## src/rtl/data_mem_responder.sv

```systemverilog
// data_mem_responder: memory-side responder for CPU data accesses.
// A request is accepted with a valid/ready handshake. After WAIT_CYCLES wait
// states the access executes against a word-addressed array. The result is
// then held on a valid/ready response channel until the initiator takes it.
// Misaligned or out-of-range accesses are not performed; they are reported
// through rsp_err_o instead.
module data_mem_responder #(
  parameter int DEPTH_WORDS = 128,
  parameter int WAIT_CYCLES = 2
) (
  input  logic        clk_i,
  input  logic        rst_i,
  input  logic        req_valid_i,
  output logic        req_ready_o,
  input  logic        req_we_i,
  input  logic [31:0] req_addr_i,
  input  logic [31:0] req_wdata_i,
  output logic        rsp_valid_o,
  input  logic        rsp_ready_i,
  output logic [31:0] rsp_rdata_o,
  output logic        rsp_err_o
);

  localparam int IDX_W = (DEPTH_WORDS > 1) ? $clog2(DEPTH_WORDS) : 1;

  typedef enum logic [1:0] {
    ST_IDLE = 2'd0,
    ST_WAIT = 2'd1,
    ST_EXEC = 2'd2,
    ST_RESP = 2'd3
  } state_t;

  state_t      state_q, state_d;
  logic [3:0]  cnt_q, cnt_d;
  logic        we_q, we_d;
  logic [31:0] addr_q, addr_d;
  logic [31:0] wdata_q, wdata_d;
  logic        req_ready_q, req_ready_d;
  logic        rsp_valid_q, rsp_valid_d;
  logic [31:0] rdata_q, rdata_d;
  logic        err_q, err_d;

  logic [31:0]      mem_q [DEPTH_WORDS];
  logic [IDX_W-1:0] idx_s;
  logic             err_s;
  logic             mem_we_s;
  logic [31:0]      mem_rdata_s;

  // Decode the latched address: the word index, plus an error flag for a misaligned or out-of-range access.
  always_comb begin
    idx_s       = addr_q[IDX_W+1:2];
    err_s       = (addr_q[1:0] != 2'b00) ||
                  ({2'b00, addr_q[31:2]} >= 32'(DEPTH_WORDS));
    mem_rdata_s = mem_q[idx_s];
  end

  // Compute the next state, the request latch contents and the response outputs.
  always_comb begin
    state_d     = state_q;
    cnt_d       = cnt_q;
    we_d        = we_q;
    addr_d      = addr_q;
    wdata_d     = wdata_q;
    req_ready_d = req_ready_q;
    rsp_valid_d = rsp_valid_q;
    rdata_d     = rdata_q;
    err_d       = err_q;
    mem_we_s    = 1'b0;
    case (state_q)
      ST_IDLE: begin
        if (req_valid_i && req_ready_q) begin
          we_d        = req_we_i;
          addr_d      = req_addr_i;
          wdata_d     = req_wdata_i;
          req_ready_d = 1'b0;
          if (WAIT_CYCLES > 0) begin
            state_d = ST_WAIT;
            cnt_d   = 4'(WAIT_CYCLES - 1);
          end else begin
            state_d = ST_EXEC;
            cnt_d   = 4'd0;
          end
        end else begin
          state_d = ST_IDLE;
        end
      end
      ST_WAIT: begin
        if (cnt_q == 4'd0) begin
          state_d = ST_EXEC;
        end else begin
          cnt_d = cnt_q - 4'd1;
        end
      end
      ST_EXEC: begin
        // Writes commit here, so a reset that arrives earlier drops the write.
        mem_we_s    = we_q && !err_s;
        rdata_d     = (we_q || err_s) ? 32'd0 : mem_rdata_s;
        err_d       = err_s;
        rsp_valid_d = 1'b1;
        state_d     = ST_RESP;
      end
      ST_RESP: begin
        if (rsp_ready_i) begin
          state_d     = ST_IDLE;
          rsp_valid_d = 1'b0;
          req_ready_d = 1'b1;
        end else begin
          state_d = ST_RESP;
        end
      end
      default: begin
        state_d     = ST_IDLE;
        cnt_d       = 4'd0;
        req_ready_d = 1'b1;
        rsp_valid_d = 1'b0;
      end
    endcase
  end

  // Register the FSM state, the latched request and the response outputs; reset is asynchronous.
  always_ff @(posedge clk_i or negedge rst_i) begin
    if (!rst_i) begin
      state_q     <= ST_IDLE;
      cnt_q       <= 4'd0;
      we_q        <= 1'b0;
      addr_q      <= 32'd0;
      wdata_q     <= 32'd0;
      req_ready_q <= 1'b1;
      rsp_valid_q <= 1'b0;
      rdata_q     <= 32'd0;
      err_q       <= 1'b0;
    end else begin
      state_q     <= state_d;
      cnt_q       <= cnt_d;
      we_q        <= we_d;
      addr_q      <= addr_d;
      wdata_q     <= wdata_d;
      req_ready_q <= req_ready_d;
      rsp_valid_q <= rsp_valid_d;
      rdata_q     <= rdata_d;
      err_q       <= err_d;
    end
  end

  // Storage array; its contents deliberately survive reset.
  always_ff @(posedge clk_i) begin
    if (mem_we_s) begin
      mem_q[idx_s] <= wdata_q;
    end
  end

  assign req_ready_o = req_ready_q;
  assign rsp_valid_o = rsp_valid_q;
  assign rsp_rdata_o = rdata_q;
  assign rsp_err_o   = err_q;

endmodule

```

## config.mk

```make
export PLATFORM = sky130hd
export DESIGN_NAME = data_mem_responder
export DESIGN_NICKNAME = d
export VERILOG_FILES = /design/src/rtl/data_mem_responder.sv
export SDC_FILE = /design/constraint.sdc
export NUM_CORES = 2
export LEC_CHECK = 0
export ABC_AREA = 1
export BUFFER_PORTS_ARGS = -buffer_cell sky130_fd_sc_hd__buf_2
export CAP_MARGIN = 20
export CORE_MARGIN = 2
export CORE_UTILIZATION = 35
export DETAILED_ROUTE_END_ITERATION = 12
export GPL_TIMING_DRIVEN = 1
export PLACE_DENSITY_LB_ADDON = 0.3
export SLEW_MARGIN = 40
export SYNTH_ARGS = -nofsm -noshare
export SYNTH_HDL_FRONTEND = slang
export SYNTH_SLANG_ARGS = --single-unit
```

## constraint.sdc

```tcl
create_clock -name clk_i -period 9.7 [get_ports clk_i]
set_clock_uncertainty 0.2 [all_clocks]
set_input_delay 0.97 -clock clk_i [delete_from_list [all_inputs] [get_ports clk_i]]
set_output_delay 0.97 -clock clk_i [all_outputs]
set_load 0.02 [all_outputs]
```

==> out/results.txt <==
The largest buffer count on any clock path is 4, and the share of Yosys cell area claimed by the top area cell type is 72.93%. At the end of routability-driven placement, the weighted congestion stood at 0.8306. The worst setup path is of the flip-flop to flip-flop kind.

The share of the clock period used by the worst path after layout was 60.16%; the cell area after placement was 177400 sq um. Detailed placement ended at an HPWL of 293.0 mm. The clock tree root driver cell was sky130_fd_sc_hd__clkbuf_16. The completed layout was analyzed and its total power is 0.05839 W. Setup repair after global routing left no endpoint under its margin. The worst-case IR drop observed on VDD is 0.2739 mV.

The tools report the total core area as 479300 sq um. Global routing consumed, over all layers together, 21.17% of the routing resources. The number of nets in the synthesized netlist is 14570.

Once detail routing completed, the nets flagged for antenna violations numbered 0. At the pin with the least slew margin, the transition time is 0.9299 ns. Power spread over the standard cell area amounts to 304.8 nW/um^2. For the number of failing hold endpoints at the final stage, the log shows 0. The die is 698.2 microns wide. Of the cells placed in the final design, the portion with a size suffix greater than 1 is 8.338%.

The net count of the finished layout is 14650. The flow ran to the end, and the final reports show no timing, DRC or antenna violations. The via count of the first global-routing pass was 103200; the die footprint was 487400 sq um. The worst path arrival time was 6.56 ns. The worst path setup slack after routing is 3.865 ns, and the flop and latch count out of synthesis is 4202. Setup violations remaining at the end of the flow were counted as 0. Counting flops with a built-in enable in the synthesized netlist gives 4096.

For this block, the routed nets add up to 532.8 mm of wire. During I/O placement, the number of pins put on the boundary was 104. Counting instances in the post-synthesis netlist gives the leading cell types as 4529 x sky130_fd_sc_hd__nand2_1, 4096 x sky130_fd_sc_hd__edfxtp_1, 2409 x sky130_fd_sc_hd__nor2_1. The clock slew at the register clock pins of the worst setup and hold paths works out to 0.07 ns. The number of different library cells used by synthesis comes to 30. The clock latency on the worst-skew pair is 1.01 ns, and the count of TritonRoute iterations in the first routing pass is 6. After layout, the minimum clock period comes to 5.835 ns.

Based on the critical path, the design can be clocked at up to 171.4 MHz. The share of the Yosys chip area taken by registers is 74.50%. The DRC marker count from the first detailed-route iteration came out at 12670.

The number of antenna violations at the first check in global routing is 38, and the routed via count divided by cell count is 5.168. The worst pin sits at a relative slew slack of 38.01%. CTS saw 4202 sinks. The cell with the most instances after synthesis was sky130_fd_sc_hd__nand2_1. The worst setup path is captured at a flip-flop. After synthesis, the mean cell area works out to 11.63 sq um. For this run the aggregate overflow at the end of global routing stands at 0.

Along the worst path, the maximum fanout reaches 68. The Yosys step of the flow raised 0 warnings. The tools report the number of H-tree levels as 5. TritonCTS built the clock tree. The die is 698.2 microns tall. Relative to the synthesized area, the layout overhead comes to 13.60%. Number of max-slew violations in the final report: 0. Async set-reset flop share out of synthesis: 2.523%. The number of CTS-inserted buffers is 413, and the final non-filler cell area is 191600 sq um. The per-cell routed wire length was 24.96 microns. The routed layout has 110300 vias. For the pin count of the biggest net entering global routing, the log shows 166. The tools report the number of inserted filler cells in the final layout as 45050. Row generation in the floorplan step produced 254 rows. The library cell occupying the most area in the post-synthesis netlist is sky130_fd_sc_hd__edfxtp_1. In the routed design, unresolved DRC markers number 0. The first global-routing pass estimated 759.1 mm of wire. For this configuration, the core starts out at a cell density of 35.19%. The quantity of I/O buffers inserted on ports came out at 103.

Adding up every negative setup slack in the final design gives 0 ns. Worst path required time: 10.43 ns. The tools report the number of instances in the synthesized netlist as 14500.

For this run, the leading register cell type out of synthesis is sky130_fd_sc_hd__edfxtp_1. In this run the worst hold path is classified as input pin to flip-flop. Synthesized cell area: 168700 sq um.

Across the run, the number of max-cap violations was 0. Before CTS, the worst setup slack after placement is 4.105 ns. The analysis attributes to cell leakage a power of 69.22 nW. In the post-synthesis netlist, the biggest area contributors are sky130_fd_sc_hd__edfxtp_1 73%, sky130_fd_sc_hd__nand2_1 10%, sky130_fd_sc_hd__nor2_1 5.4%. The worst setup path is launched from a flip-flop.
-- cell usage in the layout, fill, tap and decap left out, types with 31 or more instances in the layout --
cell type,synthesis,final
sky130_fd_sc_hd__buf_12,0,53
sky130_fd_sc_hd__buf_2,451,102
sky130_fd_sc_hd__buf_4,93,255
sky130_fd_sc_hd__bufinv_16,0,34
sky130_fd_sc_hd__clkbuf_1,244,71
sky130_fd_sc_hd__clkbuf_16,0,421
sky130_fd_sc_hd__clkinv_1,1,94
sky130_fd_sc_hd__clkinv_2,0,94
sky130_fd_sc_hd__dfrtp_1,105,70
sky130_fd_sc_hd__dfrtp_4,0,35
sky130_fd_sc_hd__dlygate4sd3_1,0,60
sky130_fd_sc_hd__edfxtp_1,4096,4096
sky130_fd_sc_hd__inv_1,131,127
sky130_fd_sc_hd__nand2_1,4529,4527
sky130_fd_sc_hd__nand3_1,1049,1048
sky130_fd_sc_hd__nand4_1,169,169
sky130_fd_sc_hd__nor2_1,2409,2258
sky130_fd_sc_hd__nor2_4,0,139
sky130_fd_sc_hd__o21ai_0,298,288
sky130_fd_sc_hd__o21ai_1,822,831
sky130_fd_sc_hd__o21bai_1,31,31
-- area by class of cell --
class	instances	area, sq um	share of cell area (%)
antenna	14	35.03	0.01829
multi-input combinational	9331	39440	20.58
tap	6400	8008	4.180
clock inverter	258	2316	1.209
clock buffer	505	10980	5.731
timing repair buffer	499	4462	2.329
sequential	4202	125800	65.65
inverter	136	570.5	0.2978
-- routing by layer --
metal  GRT usage (%)  wire [microns]
met1           29.81          224800
met2           33.62          245200
met3           3.279           43860
met4           6.827           18900
met5               0              54
-- timing repair --
item	CTS	global route
setup buffers	0	0
hold buffers	60	0
endpoints found under the hold margin	87	0
gates resized for setup	0	0
-- where the power goes --
part	switching, W	leakage [nW]	internal (W)
Sequential	0.000826	38.5	0.0224
Combinational	0.0150	24.1	0.00422
Clock	0.00704	6.54	0.00896
-- kinds of logic after synthesis --
| logic type | share of synthesized area (%) |
|---|---|
| buf+inv | 2.759 |
| flops | 74.50 |
| fa+ha+maj | 0.01484 |
| simple gates | 19.24 |
| compound gates | 3.483 |
| xor+xnor | 0.005194 |
-- worst max-delay path, stage by stage, from the launching register on --
cell and delay (ns):
sky130_fd_sc_hd__dfrtp_4 0.78, sky130_fd_sc_hd__buf_4 0.66, sky130_fd_sc_hd__buf_4 0.67, sky130_fd_sc_hd__buf_4 0.75, sky130_fd_sc_hd__nor2_1 0.11, sky130_fd_sc_hd__o21ai_1 0.15, sky130_fd_sc_hd__nand2_1 0.10, sky130_fd_sc_hd__nand2_1 0.07
sky130_fd_sc_hd__nand2_1 0.07, sky130_fd_sc_hd__nand2_1 0.11, sky130_fd_sc_hd__nand2_1 0.18, sky130_fd_sc_hd__nor2_1 0.63, sky130_fd_sc_hd__nor2_1 0.13, sky130_fd_sc_hd__nor2_2 0.64, sky130_fd_sc_hd__nand2_1 0.16, sky130_fd_sc_hd__nand2_1 0.11
-- final timing paths --
| path | slack, ns | start | endpoint | depth (start not counted) |
|---|---|---|---|---|
| worst max-delay path | 3.86 | addr_q[2]$_DFFE_PN0P_ | rsp_rdata_o[9]$_DFFE_PN0P_ | 15 |
| worst min-delay path | 0.06 | req_wdata_i[29] | wdata_q[29]$_DFFE_PN0P_ | 3 |
| worst max register to register | 3.86 | addr_q[2]$_DFFE_PN0P_ | rsp_rdata_o[9]$_DFFE_PN0P_ | 15 |
| worst min register to register | 0.27 | cnt_q[0]$_DFFE_PN0P_ | cnt_q[0]$_DFFE_PN0P_ | 1 |
| max in group asynchronous | 7.13 | rst_i | addr_q[3]$_DFFE_PN0P_ | 4 |
| min in group asynchronous | 0.23 | rst_i | addr_q[10]$_DFFE_PN0P_ | 2 |
-- sequential cells by signal (all words and copies together) (netlist names) --
| register | count |
|---|---|
| wdata_q | 32 |
| state_q | 2 |
| rsp_err_o | 1 |
| mem_q | 4096 |
| addr_q | 32 |
| we_q | 1 |
| cnt_q | 4 |
| req_ready_o | 1 |
| rsp_valid_o | 1 |
| rsp_rdata_o | 32 |
-- per-stage QoR --
| step | std cells | utilization [%] | hold slack, ns |
|---|---|---|---|
| final | 21350 | 39.98 | 0.06317 |
| after global routing | 21330 | 39.97 | 0.06860 |
| after CTS | 21320 | 39.92 | 0.01580 |
| after detailed placement | 20500 | 37.02 | 0.2611 |
| after global placement | 20480 | 36.91 | 0.2538 |
| after floorplan | 14500 | - | 0.2396 |
Power figures use the tool's default switching activity.
